**src/rtl/f1_reaction_timer.sv**
```systemverilog
// F1 lights reaction timer: watches a0[7:0] for the start sequence and times lights-out to button press.
// Optional build macro F1RT_PRESCALE_EN counts in PRESCALE-cycle ticks instead of raw clock cycles.
module f1_reaction_timer #(
    parameter int COUNT_WIDTH = 16,
    parameter int PRESCALE    = 1000
) (
    input  logic                   clk,
    input  logic                   rst,
    input  logic [31:0]            a0,
    input  logic                   btn,
    output logic                   result_valid,
    input  logic                   result_ready,
    output logic [COUNT_WIDTH-1:0] result_time,
    output logic                   false_start,
    output logic                   timeout
);

    localparam logic [2:0] IDLE      = 3'd0;
    localparam logic [2:0] COUNTDOWN = 3'd1;
    localparam logic [2:0] ARMED     = 3'd2;
    localparam logic [2:0] TIMING    = 3'd3;
    localparam logic [2:0] RESULT    = 3'd4;

    localparam logic [COUNT_WIDTH-1:0] COUNT_MAX = '1;

    logic [2:0]             state;
    logic [7:0]             lights;
    logic [COUNT_WIDTH-1:0] counter;
    logic [COUNT_WIDTH-1:0] elapsed;
    logic [COUNT_WIDTH-1:0] counterNext;
    logic                   unusedBits;

    assign lights = a0[7:0];

`ifdef F1RT_PRESCALE_EN
    localparam int PRE_W = (PRESCALE > 1) ? $clog2(PRESCALE) : 1;
    localparam logic [PRE_W-1:0] PRE_LAST = PRE_W'(PRESCALE - 1);
    localparam logic [COUNT_WIDTH-1:0] COUNT_LOAD = '0;

    logic [PRE_W-1:0] prescaler;
    logic             tickNow;

    // The counter holds completed ticks up to the previous cycle; elapsed folds in a tick
    // completing this cycle so a press reports floor(cycles / PRESCALE) exactly.
    assign tickNow     = (prescaler == PRE_LAST);
    assign elapsed     = counter + COUNT_WIDTH'(tickNow);
    assign counterNext = elapsed;
    assign unusedBits  = ^a0[31:8];

    always_ff @(posedge clk) begin
        if (rst || state != TIMING) begin
            prescaler <= '0;
        end else if (tickNow) begin
            prescaler <= '0;
        end else begin
            prescaler <= prescaler + PRE_W'(1);
        end
    end
`else
    localparam logic [COUNT_WIDTH-1:0] COUNT_LOAD = COUNT_WIDTH'(1);

    assign elapsed     = counter;
    assign counterNext = counter + COUNT_WIDTH'(1);
    assign unusedBits  = ^{a0[31:8], (PRESCALE % 2) == 1};
`endif

    always_ff @(posedge clk) begin
        if (rst) begin
            state        <= IDLE;
            result_valid <= 1'b0;
            result_time  <= '0;
            false_start  <= 1'b0;
            timeout      <= 1'b0;
            counter      <= '0;
        end else begin
            case (state)
                IDLE: begin
                    if (lights != 8'h00) state <= COUNTDOWN;
                end
                COUNTDOWN: begin
                    if (btn) begin
                        state        <= RESULT;
                        result_valid <= 1'b1;
                        result_time  <= '0;
                        false_start  <= 1'b1;
                        timeout      <= 1'b0;
                    end else if (lights == 8'hFF) begin
                        state <= ARMED;
                    end else if (lights == 8'h00) begin
                        state <= IDLE;
                    end
                end
                ARMED: begin
                    // A press wins even when lights go out in the same cycle.
                    if (btn) begin
                        state        <= RESULT;
                        result_valid <= 1'b1;
                        result_time  <= '0;
                        false_start  <= 1'b1;
                        timeout      <= 1'b0;
                    end else if (lights == 8'h00) begin
                        state   <= TIMING;
                        counter <= COUNT_LOAD;
                    end
                end
                TIMING: begin
                    if (btn) begin
                        state        <= RESULT;
                        result_valid <= 1'b1;
                        result_time  <= elapsed;
                        false_start  <= 1'b0;
                        timeout      <= 1'b0;
                    end else if (elapsed == COUNT_MAX) begin
                        state        <= RESULT;
                        result_valid <= 1'b1;
                        result_time  <= COUNT_MAX;
                        false_start  <= 1'b0;
                        timeout      <= 1'b1;
                    end else begin
                        counter <= counterNext;
                    end
                end
                RESULT: begin
                    if (result_ready) begin
                        state        <= IDLE;
                        result_valid <= 1'b0;
                    end
                end
                default: begin
                    state        <= IDLE;
                    result_valid <= 1'b0;
                end
            endcase
        end
    end

endmodule
```
**config.mk**
```make
export PLATFORM = sky130hd
export DESIGN_NAME = f1_reaction_timer
export DESIGN_NICKNAME = d
export VERILOG_FILES = /design/src/rtl/f1_reaction_timer.sv
export SDC_FILE = /design/constraint.sdc
export NUM_CORES = 1
export LEC_CHECK = 0
export CAP_MARGIN = 10
export CORE_ASPECT_RATIO = 0.6
export CORE_MARGIN = 4
export CORE_UTILIZATION = 43
export DETAILED_ROUTE_END_ITERATION = 7
export PLACE_DENSITY = 0.76
export SETUP_SLACK_MARGIN = 0.05
export SYNTH_ARGS = -nofsm -noshare
export SYNTH_HDL_FRONTEND = slang
export SYNTH_SLANG_ARGS = --single-unit
```
**constraint.sdc**
```tcl
create_clock -name clk -period 2.07 [get_ports clk]
set_input_delay 0.414 -clock clk [delete_from_list [all_inputs] [get_ports clk]]
set_output_delay 0.414 -clock clk [all_outputs]
set_load 0.01 [all_outputs]
```
After elaboration in Yosys (flattened, before gate mapping)

Index checks and enable logic that the tools add are counted.

Add/sub/neg operators: 1
Equal/unequal tests: 16
Multiplexer cells: 30
Bitwise gates (word level): 1
Reduce and logical (&&, ||, !) cells: 10

Operator list:

| kind                                                                     | count |
|---|---|
| 16-bit two-way mux                                                       | 7 |
| 16-bit case mux with 2 select lines                                      | 2 |
| 3-bit two-way mux                                                        | 9 |
| 16-bit by 1-bit adder with 16-bit output (second input constant)         | 1 |
| 16-bit equality test (second input constant)                             | 1 |
| 3-bit case mux with 5 select lines                                       | 1 |
| 2-bit inequality test (second input constant)                            | 6 |
| 5-bit AND reduction                                                      | 2 |
| 8-bit equality test (second input constant)                              | 1 |
| 8-bit logical NOT                                                        | 1 |
| 1-bit two-way mux                                                        | 8 |
| 8-bit nonzero test                                                       | 1 |
| 3-bit by 2-bit equality test with 1-bit output (second input constant)   | 2 |
| 3-bit inequality test (second input constant)                            | 2 |
| 4-bit inequality test (second input constant)                            | 1 |
| 1-bit case mux with 2 select lines                                       | 2 |
| 1-bit case mux with 4 select lines                                       | 1 |
| 4-bit AND reduction                                                      | 1 |
| 2-bit nonzero test                                                       | 2 |
| 3-bit by 1-bit equality test with 1-bit output (second input constant)   | 1 |
| 3-bit equality test (second input constant)                              | 1 |
| 3-bit logical NOT                                                        | 1 |
| 3-bit AND reduction                                                      | 1 |
| 2-bit by 1-bit inequality test with 1-bit output (second input constant) | 1 |
| 2 further kinds                                                          | 2 |

Register bits after elaboration: 38
Input bits: 36
Logic and storage cells: 64

Depth between registers and ports, before layout

Gate-level depths: netlist (run 1).

Word-level depth: 5
Depth in mapped cells: 8
Mapped depth without buffers: 6

Worst setup path after synthesis (run 1)

No wires, ideal clock.

Path type: input to register
Start: input port a0[5]
End: register counter[4]
Library setup time: 0.117 ns
Arrival time: 2.068 ns
Required time: 1.953 ns
Setup slack: -0.115 ns
Stages: 7
Buffers on the path: 2
Cells stage by stage: or4_4 -> or4_4 -> buf_6 -> o211ai_2 -> buf_6 -> nand2_1 -> a32o_1

Cells in the longest elaborated chain, start to end: 3

Ends and longest elaborated chain:

| item                            | RTL line | RTL |
|---|---|---|
| start: declaration              | 9        | `input logic [31:0] a0,` |
| 8-bit logical NOT               | 101      | `end else if (lights == 8'h00) begin` |
| 2-bit inequality test (no line) | -        |  |
| 5-bit AND reduction (no line)   | -        |  |
| end signal: assignment          | 120      | `counter <= counterNext;` |
| end: declaration                | 28       | `logic [COUNT_WIDTH-1:0] counter;` |

Every way passes these cells.
A chain may end at the register's enable or synchronous reset.

Final worst setup path (run 1)

Start: input port btn
End: register counter[6]

Cells in the longest elaborated chain, start to end: 2

Ends and longest elaborated chain:

| item                            | RTL line | RTL |
|---|---|---|
| start: declaration              | 10       | `input logic btn,` |
| 2-bit inequality test (no line) | -        |  |
| 5-bit AND reduction (no line) * | -        |  |

Every way passes the cells marked *; elsewhere a longest branch is shown, timed or not.

==> results of run 1 <==
layout make-up:
class                           count  area, um^2
Multi-Input combinational cell    173        1157
Fill cell                         362        1461
Tap cell                           60       75.07
Sequential cell                    38       765.7
Inverter                            6       22.52
Clock inverter                      1       5.005
Clock buffer                        7       86.33
Timing Repair Buffer               72       638.1
where the power goes:
group          leakage, nW  internal (mW)  switching [mW]
Combinational        0.606         0.0689          0.0855
Sequential           0.309          0.738         0.00428
Clock               0.0482          0.269           0.272
layer usage:
metal / part of all wire [%] / track usage (%) / vias up
li1: - / - / 1004
met1: 48 / 31.01 / 977
met2: 42 / 29.44 / 87
met4: 1.6 / 7.598 / 0
met3: 8.6 / 4.277 / 11
met5: 0 / 0 / -
sequential cells by signal (all words and copies together), names as in the netlist:
| signal | cells |
|---|---|
| result_valid | 1 |
| counter | 16 |
| state | 3 |
| false_start | 1 |
| timeout | 1 |
| result_time | 16 |
kinds of logic after synthesis:
family | after synthesis
AOI/OAI and AO/OA | 87
xor gates and xnor gates | 1
adders and majority gates | 1
buffers and inverters | 23
DFF | 38
and+or+nand+nor | 83
metrics by stage:
step	instance area, um^2	cells	power, mW
finish	2750	357	1.438
global route	2750	357	1.486
CTS	2638	351	1.447
detailed placement	2486	339	0.9131
global placement	2486	339	0.9094
floorplan	1932	233	0.8379
how the worst max path moves through the flow:
stage / to / slack [ns] / cells after the start
final: counter[6] / 0.07 / 9
after global routing: counter[6] / 0.03 / 9
after CTS: result_time[7] / 0.05 / 7
after detailed placement: counter[3] / -0.59 / 6
after global placement: counter[3] / -0.57 / 6
after floorplan: counter[4] / -0.12 / 7
cells in the final DEF, fill, tap and decap left out, drive strengths merged, types with 5 or more instances in the layout:
master | synthesis | routed
nand3 | 5 | 5
nor4 | 5 | 5
clkdlybuf4s50 | 0 | 22
clkbuf | 10 | 11
nor2 | 8 | 8
buf | 7 | 41
nand4 | 5 | 5
nor3 | 6 | 6
nand2 | 35 | 35
o21ai | 14 | 14
a21oi | 29 | 29
dfxtp | 38 | 38
o211ai | 17 | 18
repair_timing:
action / 4_1_cts / 5_1_grt
setup endpoints to repair: 18 / 32
pin swaps: 8 / 8
buffers inserted: 3 / 5
endpoints found under the hold margin: 0 / 0
gates cloned: 1 / 1
resized for setup: 19 / 28
worst reg2reg max path: stages (launching register included):
cell and delay, ns:
sky130_fd_sc_hd__dfxtp_2 0.34, sky130_fd_sc_hd__or3b_4 0.38, sky130_fd_sc_hd__or4_4 0.58, sky130_fd_sc_hd__buf_6 0.15, sky130_fd_sc_hd__a22o_1 0.21, sky130_fd_sc_hd__a31o_2 0.23
==> results_dict.tcl, run 1 <==
set metrics [dict create \
    synthAdderAreaFrac_pct 0.6477 \
    timing.critical_path.required_ns 2.27 \
    syn-cell-area_um2 1932 \
    cp-startpoint "btn" \
    muxShareOfSynthArea_pct 0 \
    cap_violations 0 \
    max-vdd-ir-drop_mv 0.3316 \
    fin_tns_setup_ns 0 \
    area_delta_synth_final_pct 42.36 \
    synth_simple_gate_area_share_pct 23.45 \
    starting_density_pct 45.87 \
    num_antenna_cells 0 \
    detail_route.wl_per_cell_um 16.16 \
    synth_top_cells_by_area "sky130_fd_sc_hd__dfxtp_1 (39%), sky130_fd_sc_hd__a21oi_1 (7.5%), sky130_fd_sc_hd__nand2_1 (6.8%)" \
    global_route_wire_length_before_repair_um 9032 \
    regToRegSetupSlack_ns 0.08 \
    synthesized_area_fraction_occupied_by_ao_oa_aoi_and_oai_cells_pct 30.05 \
    detailedRoute.firstIterationViolations 249 \
    worst-slew-pin-transition_ns 0.4602 \
    io-pin-count 55 \
    syn_nets 270 \
    clock-sinks 38 \
    clock_path_buffers 2 \
    final_period_minus_worst_setup_slack_ns 1.996 \
    cts.hold.buffers_added 0 \
    worst_setup_path_start_kind "input port" \
    critPathTopFamily "buffers and inverters" \
    avgSynthCellArea_um2 8.291 \
    final_hold_viol_count 0 \
    cts-htree-levels 2 \
    cts.clk_slew.worst_paths_ns 0.07 \
    clock_latency_ns 0.30 \
    routed_vias 2079 \
    synth_instances 233 \
    hold_path.startpoint "result_time[10]" \
    yosys.cell_types.count 50 \
    cp-end-kind "register" \
    detailedPlace.worstSlack_ns -0.5890 \
    grt.overflow.total 0 \
    detail_route.drc_violations 0 \
    timing.rr.start "state[1]" \
    die_width_um 94.53 \
    final.setup.worst_slack_ns 0.07367 \
    finalCritPeriodShare_pct 96.44 \
    min_path_cells 2 \
    route.detailed.vias_per_inst 5.824 \
    synth_xor_area_share_pct 0.4534 \
    whs_endpoint "result_time[10]" \
    port_bufs 30 \
    pin_count_of_the_biggest_net_entering_global_routing 36 \
    grtUsageTotal_pct 20.81 \
    synth_top_family_by_area "compound AO/OA/AOI/OAI gates" \
    max-slew-margin-rel_pct 69.11 \
    floorplan.core_area_um2 4212 \
    slew_viol_final 0 \
    antenna_found_initial 0 \
    critical_path.most_common_cell "sky130_fd_sc_hd__buf_4" \
    ys_async_sr_fraction_pct 0 \
    rsz0062_at_grt "true" \
    power_density_nw_per_um2 522.9 \
    cp_num_buf_inv 6 \
    route.final.wire_length_um 5770 \
    synth_commonest_cells "sky130_fd_sc_hd__dfxtp_1 (38), sky130_fd_sc_hd__nand2_1 (35), sky130_fd_sc_hd__a21oi_1 (29), sky130_fd_sc_hd__o211ai_1 (16), sky130_fd_sc_hd__o21ai_0 (13)" \
    gp_congestion 0.8484 \
    num-nets-final 333 \
    root_buffer "sky130_fd_sc_hd__clkbuf_8" \
    post_synthesis_sequential_area_ratio_pct 39.38 \
    vias_in_the_first_global_route 1824 \
    fp-row-count 18 \
    crit_path_kind "input port to register" \
    cp_slowest_cell "sky130_fd_sc_hd__clkdlybuf4s50_1" \
    yosys.cell_count.top_type "sky130_fd_sc_hd__dfxtp_1" \
    drtAntennaViolNets 0 \
    ff2ff_path_depth 5 \
    drtPass1Iterations 5 \
    cp_max_fo 5 \
    synth-edff-count 0 \
    netlist.area_leader.share_pct 39.38 \
    cts_tree "built" \
    arrival_ns 2.19 \
    setup_violations 0 \
    finalHoldWorstSlack_ns 0.4497 \
    netlist.top_cell.by_area "sky130_fd_sc_hd__dfxtp_1" \
    cts_inserted_buffers 5 \
    leakagePower_nw 0.9630 \
    ys.flop_type "sky130_fd_sc_hd__dfxtp_1" \
    clock.fmax_mhz 500.9 \
    final_layout_size_suffix_gt1_share_pct 26.26 \
    layout.core_utilization_pct 65.30 \
    crit_path_max_incr_delay_ns 0.55 \
    worst_r2r_endpoint "counter[14]" \
    synth_seq_cells 38 \
    detailed_place_hpwl_um 3837 \
    ys.warnings.count 0 \
    critical_path.cell_chain "clkdlybuf4s50_1 > buf_4 > clkinv_1 > nand2_2 > buf_4 > a21oi_2 > clkdlybuf4s15_2 > buf_4 > a32o_1" \
    run_status "complete, no violations" \
    worst_clock_skew_ns 0.004416 \
    design.die.area_um2 5664 \
    chipHeight_um 59.92 \
    timing.hold.worst.class "register to register" \
]
No activity file was read; power rests on OpenSTA's default activity.
==> inputs of run 2 (changes only) <==
--- a/config.mk
+++ b/config.mk
@@ -11,6 +11,7 @@
 export CORE_UTILIZATION = 43
 export DETAILED_ROUTE_END_ITERATION = 7
 export PLACE_DENSITY = 0.76
+export REMOVE_ABC_BUFFERS = 1
 export SETUP_SLACK_MARGIN = 0.05
 export SYNTH_ARGS = -nofsm -noshare
 export SYNTH_HDL_FRONTEND = slang
==> results_dict.tcl, run 2 (synthesis results as in run 1) <==
set metrics [dict create \
    grt.overflow.total 0 \
    run_status "complete, no violations" \
    placedInstanceArea_um2 2499 \
    area_delta_synth_final_pct 43.01 \
    starting_density_pct 45.87 \
    max-slew-margin-rel_pct 67.65 \
    io-pin-count 55 \
    die_width_um 94.53 \
    num-nets-final 337 \
    rsz0062_at_grt "true" \
    final_layout_size_suffix_gt1_share_pct 25.91 \
    detail_route.drc_violations 0 \
    ff2ff_path_depth 6 \
    final_hold_viol_count 0 \
    cts.clk_slew.worst_paths_ns 0.09 \
    floorplan.core_area_um2 4212 \
    route.detailed.vias_per_inst 5.853 \
    antenna_found_initial 0 \
    arrival_ns 2.22 \
    slew_viol_final 0 \
    cts_inserted_buffers 5 \
    fp-row-count 18 \
    gp_congestion 0.8850 \
    chipHeight_um 59.92 \
    finalCritPeriodShare_pct 96.57 \
    cts_tree "built" \
    grtUsageTotal_pct 21.24 \
    power_density_nw_per_um2 560.3 \
    clock_latency_ns 0.30 \
    port_bufs 30 \
    worst_clock_skew_ns 0.01419 \
    cap_violations 0 \
    setup_violations 0 \
    worst_setup_path_start_kind "input port" \
    cp_max_fo 4 \
    regToRegSetupSlack_ns 0.07 \
    cts-htree-levels 2 \
    clock-sinks 38 \
    worst-slew-pin-transition_ns 0.4820 \
    final_period_minus_worst_setup_slack_ns 1.999 \
    drtAntennaViolNets 0 \
    global_route_wire_length_before_repair_um 9390 \
    clock_path_buffers 2 \
    layout_common_cells "sky130_fd_sc_hd__buf_4 (41), sky130_fd_sc_hd__dfxtp_1 (37), sky130_fd_sc_hd__nand2_1 (35)" \
    crit_path_kind "input port to register" \
    cp-startpoint "a0[5]" \
    routed_vias 2113 \
    cp-end-kind "register" \
    drtPass1Iterations 4 \
    layout_commonest_cell "sky130_fd_sc_hd__buf_4" \
    root_buffer "sky130_fd_sc_hd__clkbuf_8" \
    fin_tns_setup_ns 0 \
    final_cell_area_um2 2763 \
    num_antenna_cells 0 \
    detailedPlace.worstSlack_ns -0.6226 \
    clock.fmax_mhz 500.2 \
    min_path_cells 2 \
    hold_path.startpoint "result_time[4]" \
    detailed_place_hpwl_um 4036 \
    final.setup.worst_slack_ns 0.07098 \
    design.die.area_um2 5664 \
    route.final.wire_length_um 5909 \
    max-vdd-ir-drop_mv 0.5427 \
    detail_route.wl_per_cell_um 16.37 \
    vias_in_the_first_global_route 1898 \
    detailedRoute.firstIterationViolations 215 \
    leakagePower_nw 0.9722 \
    pin_count_of_the_biggest_net_entering_global_routing 26 \
    timing.critical_path.required_ns 2.29 \
    whs_endpoint "result_time[4]" \
    worst_r2r_endpoint "counter[10]" \
    biggest_registers_after_layout "counter (16), result_time (16), state (3)" \
    timing.rr.start "state[2]" \
    timing.hold.worst.class "register to register" \
]
run 2: report_power, final:
group          internal [mW]  switching, mW
combinational         0.0725         0.0909
sequential             0.739        0.00486
clock                  0.358          0.282
run 2: worst max path at each step:
stage	cells past startpoint	slack, ns	end
5_1_grt	6	0.03	counter[10]
4_1_cts	7	-0.006	counter[15]
3_5_place_dp	7	-0.62	counter[0]
6_report	7	0.07	counter[10]
3_3_place_gp	6	-0.52	counter[14]
2_1_floorplan	5	-0.25	counter[9]
run 2: per-layer routing:
layer	vias up	track usage [%]	part of all wire, %
met4	0	4.517	0.58
met1	982	31.63	47
li1	1022	-	-
met3	7	5.409	9.3
met2	102	30.75	43
met5	-	0	0
run 2: cell type report:
| type | count | area [um^2] |
|---|---|---|
| Clock buffer | 5 | 68.82 |
| Clock inverter | 3 | 45.04 |
| Fill cell | 368 | 1449 |
| Inverter | 6 | 22.52 |
| Multi-Input combinational cell | 174 | 1152 |
| Sequential cell | 38 | 762.0 |
| Tap cell | 60 | 75.07 |
| Timing Repair Buffer | 75 | 636.9 |
run 2: what timing repair did:
action | CTS | global route
hold buffers | 0 | 0
gates cloned | 1 | 1
buffers inserted | 5 | 2
setup endpoints to repair | 28 | 33
gates resized for setup | 20 | 22
pin swaps | 10 | 6
run 2: stage by stage:
step	std cells	util [%]	power (mW)	hold slack, ns
floorplan	216	-	0.8178	0.4546
global placement	344	59.33	0.9061	0.4372
detailed placement	344	59.33	0.9092	0.4423
CTS	358	63.99	1.540	0.4527
global route	361	65.60	1.603	0.4788
finish	361	65.60	1.548	0.4481
run 2: critical path, cell delays in order:
cell and delay, ns:
sky130_fd_sc_hd__clkbuf_2 0.10, sky130_fd_sc_hd__or4_4 0.54, sky130_fd_sc_hd__or4_4 0.54, sky130_fd_sc_hd__buf_6 0.15
sky130_fd_sc_hd__o211ai_4 0.10, sky130_fd_sc_hd__nand4_2 0.13, sky130_fd_sc_hd__a221oi_2 0.24
==> RTL change 1, RTL diff (settings of run 2) <==
The option `F1RT_PRESCALE_EN` is turned on by a define.
--- a/src/rtl/f1_reaction_timer.sv
+++ b/src/rtl/f1_reaction_timer.sv
@@ -1,5 +1,7 @@
 // F1 lights reaction timer: watches a0[7:0] for the start sequence and times lights-out to button press.
 // Optional build macro F1RT_PRESCALE_EN counts in PRESCALE-cycle ticks instead of raw clock cycles.
+`define F1RT_PRESCALE_EN
+
 module f1_reaction_timer #(
     parameter int COUNT_WIDTH = 16,
     parameter int PRESCALE    = 1000
Function: changed (a bounded check fails within 10 cycles, from zero or initial values and one cycle with rst high).
==> RTL change 1 against run 2 <==
  * The run now ends with negative setup slack left
  * Cell area up 41%
  * Sequential cell count up 10
  * Synthesized area up 34%
  * Maximum frequency down 31%
  * Hold slack better by 0.022 ns
  * Setup slack worse by 0.91 ns
  * Combinational power rose to 3.3 times the old value
  * Total power up 39%
  * Routed wire length up 58%
  * Clock skew up 0.00051 ns
  * Die area up 30%
  * Sequential share of layout area down 2.9 points
  * Via count up 39%
  * Largest cell class unchanged
==> RTL change 1: results <==
export IMPL_status="finished, violations left"
export IMPL_violations="negative setup slack"
export IMPL_wl_met1_mm=4.12
export IMPL_grt_pass1_wl_mm=14.4
export IMPL_grt_max_degree=23
export IMPL_grt_use_met3_pct=6.60
export IMPL_worstReg2RegStart="prescaler[0]"
export IMPL_dp_hpwl_mm=6.28
export IMPL_switching_share_pct=29.9
export IMPL_place_inst=480
export IMPL_final_cells=494
export IMPL_powerDensity_nw_per_um2=552
export IMPL_grtUsageMet2_pct=37.4
export IMPL_fin_worst_skew_ns=0.0147
export IMPL_hold_end="result_time[11]"
export IMPL_peakVddDrop_mv=0.372
export IMPL_synth_distinct_cells=47
export IMPL_setup_tns_ns=-27.20
export IMPL_dr_pass1_iters=5
export IMPL_synthTopCellsByCount="48 x dfxtp_1, 31 x nor2_1, 25 x a21oi_1"
export IMPL_crit_end="result_time[15]"
export IMPL_gp_congestion=1.05
export IMPL_wl_per_cell_um=19.0
export IMPL_top_regs="counter: 16 flops, result_time: 16 flops, prescaler: 10 flops"
export IMPL_yosysSeqAreaShare_pct=37.1
export IMPL_path_max_fanout=5
export IMPL_grt_pass1_vias=2721
export IMPL_finalSetupViolations=37
export IMPL_synthTopCellsByArea="dfxtp_1 37%, a21oi_1 4.8%, nor2_1 4.5%"
export IMPL_setup_slack_ns=-0.842
export IMPL_drive_gt1_share_pct=34.5
export IMPL_place_area_um2=3470
export IMPL_worstPathArrival_ns=3.14
export IMPL_hold_start="result_time[11]"
export IMPL_place_ws_ns=-0.946
export IMPL_grt_use_met1_pct=36.5
export IMPL_nets=452
export IMPL_cp_start_kind="flip-flop"
export IMPL_wl_met2_mm=3.91
==> RTL change 1: repair_timing <==
| action | CTS | global route |
|---|---|---|
| cloned | 1 | 0 |
| setup endpoints to repair | 37 | 38 |
| buffers inserted | 1 | 4 |
| pin swaps | 27 | 14 |
| resized for setup | 28 | 36 |
==> RTL change 1: cells by family after synthesis <==
| kind of cell | synth area share (%) |
|---|---|
| compound gates | 19.9 |
| fa+ha+maj | 1.45 |
| xor+xnor | 6.76 |
| mux | 3.24 |
| buf+inv | 5.60 |
| flops | 37.1 |
| simple gates | 26.0 |
==> RTL change 1: final cells by class <==
| type | instances | area, um2 |
|---|---|---|
| fill | 424 | 1800 |
| timing repair buffer | 111 | 966 |
| inverter | 10 | 37.5 |
| multi-input combinational | 237 | 1740 |
| tap | 80 | 100 |
| clock inverter | 2 | 10.0 |
| clock buffer | 6 | 82.6 |
| sequential | 48 | 963 |
==> RTL change 2, RTL diff (settings of run 2) <==
Made on the original files. Register the input `btn` before use, without a reset. The logic sees it one clock later. The other inputs are not delayed to match.
--- a/src/rtl/f1_reaction_timer.sv
+++ b/src/rtl/f1_reaction_timer.sv
@@ -22,6 +22,12 @@
     localparam logic [2:0] RESULT    = 3'd4;
 
     localparam logic [COUNT_WIDTH-1:0] COUNT_MAX = '1;
+
+    logic btn_q;
+
+    always_ff @(posedge clk) begin
+        btn_q <= btn;
+    end
 
     logic [2:0]             state;
     logic [7:0]             lights;
@@ -78,7 +84,7 @@
                     if (lights != 8'h00) state <= COUNTDOWN;
                 end
                 COUNTDOWN: begin
-                    if (btn) begin
+                    if (btn_q) begin
                         state        <= RESULT;
                         result_valid <= 1'b1;
                         result_time  <= '0;
@@ -92,7 +98,7 @@
                 end
                 ARMED: begin
                     // A press wins even when lights go out in the same cycle.
-                    if (btn) begin
+                    if (btn_q) begin
                         state        <= RESULT;
                         result_valid <= 1'b1;
                         result_time  <= '0;
@@ -104,7 +110,7 @@
                     end
                 end
                 TIMING: begin
-                    if (btn) begin
+                    if (btn_q) begin
                         state        <= RESULT;
                         result_valid <= 1'b1;
                         result_time  <= elapsed;
Formal check against the unedited RTL: not equivalent (Yosys sat finds a counterexample within 4 cycles, from zero or initial values and one cycle with rst high).
==> RTL change 2 against run 2 <==
  * Cell area is 6.5% lower
  * Non-clock buffer count down 12
  * Routed wire length decreased by 9.3%
  * Utilization shrank 4.6 points
  * Synthesized area grew 0.58%
  * Critical endpoint is now state[1]
  * Maximum frequency rose by 4.0%
  * Sequential cell count rose by 1
  * First-iteration DRC count shrank 20%
  * Final cell count fell by 4.4%
  * Setup slack improved by 0.076 ns
Power is not compared: it rests on default switching activity, and its combinational part moved more than twofold at a synthesized area within 25%.
==> RTL change 2: results <==
export IMPL_status="finished clean"
export IMPL_vias=1937
export IMPL_cp_slowest_stage_delay_ns=0.47
export IMPL_synthAdderAreaFrac_pct=1.16
export IMPL_synthTopCellsByCount="39 x dfxtp_1, 28 x a21oi_1, 22 x nor2_1"
export IMPL_gp_congestion=0.923
export IMPL_synth_mux_area_share_pct=0.515
export IMPL_fin_worst_skew_ns=0.0103
export IMPL_drt_iter0_markers=171
export IMPL_yosysSeqAreaShare_pct=40.2
export IMPL_fin_util_pct=61.0
export IMPL_place_area_um2=2480
export IMPL_grt_pass1_vias=1773
export IMPL_grt_max_degree=24
export IMPL_leakage_nw=0.968
export IMPL_fillers=391
export IMPL_synthTopCellsByArea="dfxtp_1 40%, a21oi_1 7.2%, nor2_1 4.2%"
export IMPL_routed_via_density=5.61
export IMPL_synth_xor_area_share_pct=0.451
export IMPL_place_inst=336
export IMPL_worstPathArrival_ns=2.10
export IMPL_drive_gt1_share_pct=22.1
export IMPL_synthCells=230
export IMPL_place_ws_ns=-0.0719
export IMPL_track_usage_pct=20.6
export IMPL_grt_pass1_wl_mm=9.04
export IMPL_dp_hpwl_mm=4.03
export IMPL_tightest_slew_ns=0.573
export IMPL_wl_per_cell_um=15.5
export IMPL_cpMaxStageDelayCell="dfxtp_1"
export IMPL_synth_compound_area_share_pct=21.4
export IMPL_nets=321
==> RTL change 2: cell types whose count changed in the layout (fill, tap and decap cells not counted), moves of 4 or more <==
cell	delta
a31oi_1	+5
buf_4	-9
buf_6	-4
clkdlybuf4s15_1	-4
clkdlybuf4s50_1	+8
nand2_1	-22
nand3_1	+7
nand4_1	+5
nor2_1	+15
nor2_2	+6
nor3_1	+10
nor3_2	+6
o211ai_1	-13
o21ai_1	-4
==> RTL change 2: final cells by class <==
type                       instances  area share, %
multi-input combinational        169           41.0
sequential                        39           30.2
timing repair buffer              63           21.7
tap                               60           2.91
clock buffer                       6           2.81
inverter                           6          0.872
clock inverter                     2          0.484
==> RTL change 2: worst register-to-register path, cell delays in order, from the launching register on <==
cell      delay (ns)
dfxtp_1         0.47
nand4_1         0.20
nor4_4          0.36
buf_4           0.18
nor2_1          0.07
o311ai_0        0.44
nand2_1         0.09
==> RTL change 2: routing by layer <==
layer / GRT usage (%) / up-vias / routed length [um]
met3: 4.53 / 3 / 434
met4: 3.08 / 0 / 12
met2: 30.3 / 73 / 2260
li1: - / 965 / -
met1: 31.1 / 896 / 2660
met5: 0 / - / 0
==> RTL change 2: what timing repair did <==
| action | in CTS | in global routing |
|---|---|---|
| setup buffers | 0 | 1 |
| endpoints found under the setup margin | 0 | 27 |
| gates resized for setup | 0 | 1 |
| hold buffers | 0 | 0 |
==> RTL change 2: where the power goes <==
group	switching [mW]	total [mW]	internal [mW]
Sequential	0.0291	0.832	0.803
Clock	0.270	0.506	0.236
Combinational	0.186	0.380	0.194
Total	0.485	1.72	1.23
==> RTL change 2: path summary, 6_finish.rpt <==
kind,start,endpoint,slack (ns)
max reg2reg,counter[7],state[1],0.15
max,counter[7],state[1],0.15
min reg2reg,result_valid,result_valid,0.49
min,result_valid,result_valid,0.49
